<file path="src/rtl/adder_pkg.sv">
// Shared types for the pipelined ripple-carry adder: operation encoding,
// per-stage control payload and the chunk-width helper.
package adder_pkg;

    typedef enum logic {
        OP_ADD = 1'b0,
        OP_SUB = 1'b1
    } op_e;

    // Control half of a stage payload; the operand/sum words travel alongside
    // as WIDTH-bit vectors because their widths depend on the instance parameters.
    typedef struct packed {
        logic valid;
        logic carry;
        op_e  op;
    } stage_ctrl_t;

    function automatic int chunk_width(input int width, input int stages);
        return (stages > 0) ? (width / stages) : 1;
    endfunction

endpackage

</file>
<file path="src/rtl/adder_chunk_stage.sv">
// One elastic pipeline stage: adds chunk K of the skewed operands and forwards
// the remaining operand chunks, the partial sum and the carry to the next stage.
module adder_chunk_stage
    import adder_pkg::*;
#(
    parameter int WIDTH = 16,
    parameter int CW    = 4,
    parameter int K     = 0
) (
    input  logic              clk,
    input  logic              rst,
    input  stage_ctrl_t       in_ctrl,
    output logic              in_ready,
    input  logic [WIDTH-1:0]  in_a,
    input  logic [WIDTH-1:0]  in_b,
    input  logic [WIDTH-1:0]  in_sum,
    output stage_ctrl_t       out_ctrl,
    input  logic              out_ready,
    output logic [WIDTH-1:0]  out_a,
    output logic [WIDTH-1:0]  out_b,
    output logic [WIDTH-1:0]  out_sum,
    output logic              out_ovf
);

    localparam int LO = K * CW;

    stage_ctrl_t      ctrl_reg;
    logic [WIDTH-1:0] a_reg;
    logic [WIDTH-1:0] b_reg;
    logic [WIDTH-1:0] sum_reg;
    logic             ovf_reg;

    logic [CW-1:0]    a_chunk;
    logic [CW-1:0]    b_chunk;
    logic [CW:0]      chunk_sum;
    logic             carry_into_msb;
    logic [WIDTH-1:0] sum_next;

    // Operands arrive pre-shifted so the chunk for this stage sits in the LSBs.
    assign a_chunk   = in_a[CW-1:0];
    assign b_chunk   = (in_ctrl.op == OP_SUB) ? ~in_b[CW-1:0] : in_b[CW-1:0];
    assign chunk_sum = {1'b0, a_chunk} + {1'b0, b_chunk} + {{CW{1'b0}}, in_ctrl.carry};

    assign carry_into_msb = a_chunk[CW-1] ^ b_chunk[CW-1] ^ chunk_sum[CW-1];
    assign sum_next       = in_sum | (WIDTH'(chunk_sum[CW-1:0]) << LO);

    assign in_ready = ~ctrl_reg.valid | out_ready;

    always_ff @(posedge clk or posedge rst) begin
        if (rst) begin
            ctrl_reg <= '0;
            a_reg    <= '0;
            b_reg    <= '0;
            sum_reg  <= '0;
            ovf_reg  <= 1'b0;
        end else if (in_ready) begin
            ctrl_reg.valid <= in_ctrl.valid;
            if (in_ctrl.valid) begin
                ctrl_reg.carry <= chunk_sum[CW];
                ctrl_reg.op    <= in_ctrl.op;
                a_reg          <= in_a >> CW;
                b_reg          <= in_b >> CW;
                sum_reg        <= sum_next;
                ovf_reg        <= carry_into_msb ^ chunk_sum[CW];
            end
        end
    end

    assign out_ctrl = ctrl_reg;
    assign out_a    = a_reg;
    assign out_b    = b_reg;
    assign out_sum  = sum_reg;
    assign out_ovf  = ovf_reg;

endmodule

</file>
<file path="src/rtl/pipelined_rc_adder.sv">
// Parametrised pipelined ripple-carry adder/subtractor with valid/ready flow
// control; STAGES chunk stages, each adding WIDTH/STAGES bits per cycle.
module pipelined_rc_adder
    import adder_pkg::*;
#(
    parameter int WIDTH  = 16,
    parameter int STAGES = 4
) (
    input  logic              clk,
    input  logic              rst,
    input  logic              in_valid,
    output logic              in_ready,
    input  logic [WIDTH-1:0]  in_a,
    input  logic [WIDTH-1:0]  in_b,
    input  logic              in_cin,
    input  logic              in_sub,
    output logic              out_valid,
    input  logic              out_ready,
    output logic [WIDTH-1:0]  out_sum,
    output logic              out_cout,
    output logic              out_ovf
);

    localparam int CW = chunk_width(WIDTH, STAGES);

    if (STAGES < 1 || (WIDTH % STAGES) != 0) begin : g_bad_params
        $error("pipelined_rc_adder: WIDTH must be a multiple of STAGES and STAGES >= 1");
    end

    stage_ctrl_t      ctrl_w [STAGES+1];
    logic             rdy_w  [STAGES+1];
    logic [WIDTH-1:0] a_w    [STAGES+1];
    logic [WIDTH-1:0] b_w    [STAGES+1];
    logic [WIDTH-1:0] sum_w  [STAGES+1];
    logic             ovf_w  [STAGES];

    assign ctrl_w[0] = '{valid: in_valid, carry: in_cin, op: (in_sub ? OP_SUB : OP_ADD)};
    assign a_w[0]    = in_a;
    assign b_w[0]    = in_b;
    assign sum_w[0]  = '0;
    assign in_ready  = rdy_w[0];

    // The ready chain runs backwards combinationally from the consumer.
    assign rdy_w[STAGES] = out_ready;

    for (genvar gi = 0; gi < STAGES; gi++) begin : g_stage
        adder_chunk_stage #(
            .WIDTH (WIDTH),
            .CW    (CW),
            .K     (gi)
        ) u_stage (
            .clk       (clk),
            .rst       (rst),
            .in_ctrl   (ctrl_w[gi]),
            .in_ready  (rdy_w[gi]),
            .in_a      (a_w[gi]),
            .in_b      (b_w[gi]),
            .in_sum    (sum_w[gi]),
            .out_ctrl  (ctrl_w[gi+1]),
            .out_ready (rdy_w[gi+1]),
            .out_a     (a_w[gi+1]),
            .out_b     (b_w[gi+1]),
            .out_sum   (sum_w[gi+1]),
            .out_ovf   (ovf_w[gi])
        );
    end

    assign out_valid = ctrl_w[STAGES].valid;
    assign out_cout  = ctrl_w[STAGES].carry;
    assign out_sum   = sum_w[STAGES];
    assign out_ovf   = ovf_w[STAGES-1];

endmodule

</file>
<file path="config.mk">
export PLATFORM = sky130hd
export DESIGN_NAME = pipelined_rc_adder
export DESIGN_NICKNAME = d
export VERILOG_FILES = /design/src/rtl/adder_pkg.sv /design/src/rtl/adder_chunk_stage.sv /design/src/rtl/pipelined_rc_adder.sv
export SDC_FILE = /design/constraint.sdc
export NUM_CORES = 1
export LEC_CHECK = 0
export ABC_AREA = 1
export CAP_MARGIN = 20
export CORE_MARGIN = 10
export CORE_UTILIZATION = 50
export DETAILED_ROUTE_END_ITERATION = 6
export PLACE_DENSITY = 0.76
export SYNTH_ARGS = -nofsm -noshare
export SYNTH_HDL_FRONTEND = slang
export SYNTH_SLANG_ARGS = --single-unit
</file>
<file path="constraint.sdc">
create_clock -name clk -period 3.1 [get_ports clk]
set_clock_uncertainty 0.2 [all_clocks]
set_input_delay 0.465 -clock clk [delete_from_list [all_inputs] [get_ports clk]]
set_output_delay 0.465 -clock clk [all_outputs]
set_load 0.02 [all_outputs]
</file>
==> results.yml <==
run_status:
  status: "complete, no violations"
synth:
  synth_warnings: 0
  ys_seq_elements: 100
  sequential_to_total_area_share_from_yosys_stat_pct: 55.1
  mappedNetlistNets: 572
  yosys_most_used_dff: "sky130_fd_sc_hd__dfrtp_1"
  number_of_synthesized_flops_with_an_enable_pin: 0
  netlist_area_pre_place_um2: 4540
  synthesis.area_per_instance_um2: 8.84
  yosysUniqueCellTypes: 22
  synthArstFlopShare_pct: 100
  netlist_instances: 514
setup_path:
  critical_path_sink_type: "output pin"
  worst_setup_path_start_kind: "input pin"
  crit_arrival_ps: 1910
  criticalPathCategory: "input pin to output pin"
  crit_required_ps: 2430
  critical_path_peak_fanout: 3
pwr:
  pwr-share-seq_pct: 43.7
  power_switching_mw: 1.65
  cellLeakagePower_nw: 2.79
  swShare_pct: 37.0
  power.internal_mw: 2.82
  p_clk_share_pct: 18.2
  p_comb_share_pct: 38.1
  ir_worst_vdd_v: 0.000311
  power-per-cell-area_nw_per_um2: 828
die:
  placementRows: 34
  die_height_um: 115
  effective_utilization_at_floorplan_pct: 51.9
  die_width_um: 115
  design.core.area_um2: 8760
  fp.dieArea_um2: 13300
  top_level_ports: 58
global_routing:
  grt_first_pass_wirelength_um: 15500
  number_of_global_route_vias_before_repair: 3471
  grt_start_max_net_pins: 57
  grt_overflow: 0
  antenna_found_initial: 0
  grt_use_total_pct: 13.9
layout:
  final_cells: 680
  final_core_density_pct: 61.7
  area_delta_synth_final_pct: 18.9
  antenna_cells_inserted: 0
  layout_common_cells: "235 x sky130_fd_sc_hd__nand2_1, 100 x sky130_fd_sc_hd__dfrtp_1, 57 x sky130_fd_sc_hd__clkdlybuf4s50_1"
  final_layout_size_suffix_gt1_share_pct: 5.59
  final_common_cell: "sky130_fd_sc_hd__nand2_1"
  postLayoutCellArea_um2: 5410
  num-nets-final: 625
route:
  route.detailed.wl_per_inst_um: 12.9
  wl_um: 8790
  detail-route-antenna-nets: 0
  route.detailed.drc: 0
  routed-via-count: 3379
  detail_routed_via_count_per_cell: 4.97
  first_pass_iters: 4
  detailedRoute.firstIterationViolations: 208
timing:
  hold_viol_final: 0
  rsz_0062_raised_after_global_routing: "false"
  tns_ps: 0
  tightestPinTransition_ps: 652
  period_share_pct: 82.9
  postLayoutSetupSlackWorst_ps: 529
  drv_slew: 0
  timing.max_slew.rel_slack_pct: 56.5
  fmaxAchievable_ghz: 0.389
  timing.final.crit_period_ps: 2570
  final-setup-viol-count: 0
clocking:
  clockBufferDepth: 2
  cts.root.buffer_cell: "sky130_fd_sc_hd__clkbuf_8"
  number_of_clock_buffers_inserted_by_tritoncts: 9
  cts_setup_buffers: 0
  cts_tree: "done"
  cts-resized-gates: 0
  clk_latency_ps: 360
  postCtsHoldBufs: 0
  h-tree-depth: 3
  cts.reportedPaths.clkPinSlew_ps: 90
  cts_num_sinks: 100
placement:
  hpwl_um: 6530
  gp_routability_congestion: 0.805
  dp_cell_count: 664
  total_cell_area_at_the_placement_stage_um2: 5210
  dpl_worst_slack_ps: 394
  io_buffer_count: 57
min_path:
  hp-class: "flop to flop"
job:
  cap_viol_max_count: 0
==> routing by layer <==
layer | wire (µm) | GRT usage (%) | vias to the layer above | share of wire [%]
met5 | 0 | 0 | - | 0
met2 | 3910 | 21.5 | 79 | 45
met1 | 4160 | 17.9 | 1578 | 47
li1 | - | - | 1710 | -
met4 | 184 | 5.78 | 0 | 2.1
met3 | 533 | 4.17 | 12 | 6.1
==> worst max-delay path: stages <==
cell,delay [ps]
sky130_fd_sc_hd__clkdlybuf4s50_1,480
sky130_fd_sc_hd__nor2_4,180
sky130_fd_sc_hd__nand4_1,180
sky130_fd_sc_hd__clkdlybuf4s50_1,600
==> final cells by class <==
class	count	area, µm²
fill	768	3360
sequential	100	2500
multi-input combinational	366	1840
timing repair buffer	64	636
tap	108	135
clock buffer	11	131
inverter	26	101
clock inverter	5	60.1
==> through the flow <==
step / hold WS, ps / total power [mW]
final: 274 / 4.47
after global routing: 295 / 4.85
after CTS: 275 / 4.51
after detailed placement: 253 / 3.69
after global placement: 256 / 3.60
after floorplan: 242 / 3.12
==> state kept, by name, summed over array words and instances (netlist names) <==
| name | flops |
|---|---|
| g_stage.u_stage.out_ctrl | 11 |
| g_stage.u_stage.out_sum | 40 |
| g_stage.u_stage.out_ovf | 1 |
| g_stage.u_stage.out_a | 24 |
| g_stage.u_stage.out_b | 24 |
==> synthesized netlist by cell type (all sizes together) (6+ instances only) <==
cell type / instances / area share [%]
a21oi: 7 / 0.77
buf: 16 / 1.8
clkbuf: 6 / 0.50
dfrtp: 100 / 55
fa: 8 / 3.5
ha: 12 / 3.3
inv: 26 / 2.1
nand2: 237 / 20
nand3: 39 / 4.3
nor2: 10 / 1.2
o21ai: 26 / 2.9
xor2: 16 / 3.1
==> cell families (layout without fill, tap and decap cells) <==
family / Yosys count / count (layout) / share of synthesized area [%]
AND/OR/NAND/NOR: 293 / 293 / 26.2
flip-flops: 100 / 100 / 55.1
buffers and inverters: 48 / 106 / 4.46
AO/OA/AOI/OAI: 33 / 33 / 3.63
adder cells (fa/ha/maj): 20 / 20 / 6.83
XOR/XNOR: 20 / 20 / 3.85
==> power groups by stage <==
stage / Clock [mW] / Combinational [mW] / Sequential (mW)
6_report: 0.814 / 1.71 / 1.95
2_1_floorplan: 0 / 1.07 / 2.05
4_1_cts: 0.833 / 1.72 / 1.96
3_3_place_gp: 0 / 1.64 / 1.96
5_1_grt: 0.887 / 1.95 / 2.01
3_5_place_dp: 0 / 1.71 / 1.98
==> worst paths after layout <==
check | startpoint | end | slack, ps | cells past startpoint
min in group asynchronous | rst | g_stage[3].u_stage.out_sum[4] | 330 | 2
setup reg to reg | g_stage[2].u_stage.out_ctrl[0] | g_stage[3].u_stage.out_ovf | 850 | 9
setup / recovery | out_ready | in_ready | 530 | 4
max in group asynchronous | rst | g_stage[1].u_stage.out_a[2] | 1680 | 3
hold reg to reg | g_stage[0].u_stage.out_a[10] | g_stage[1].u_stage.out_a[6] | 270 | 2
hold / removal | g_stage[0].u_stage.out_a[10] | g_stage[1].u_stage.out_a[6] | 270 | 2
(Power assumes the default switching activity.)
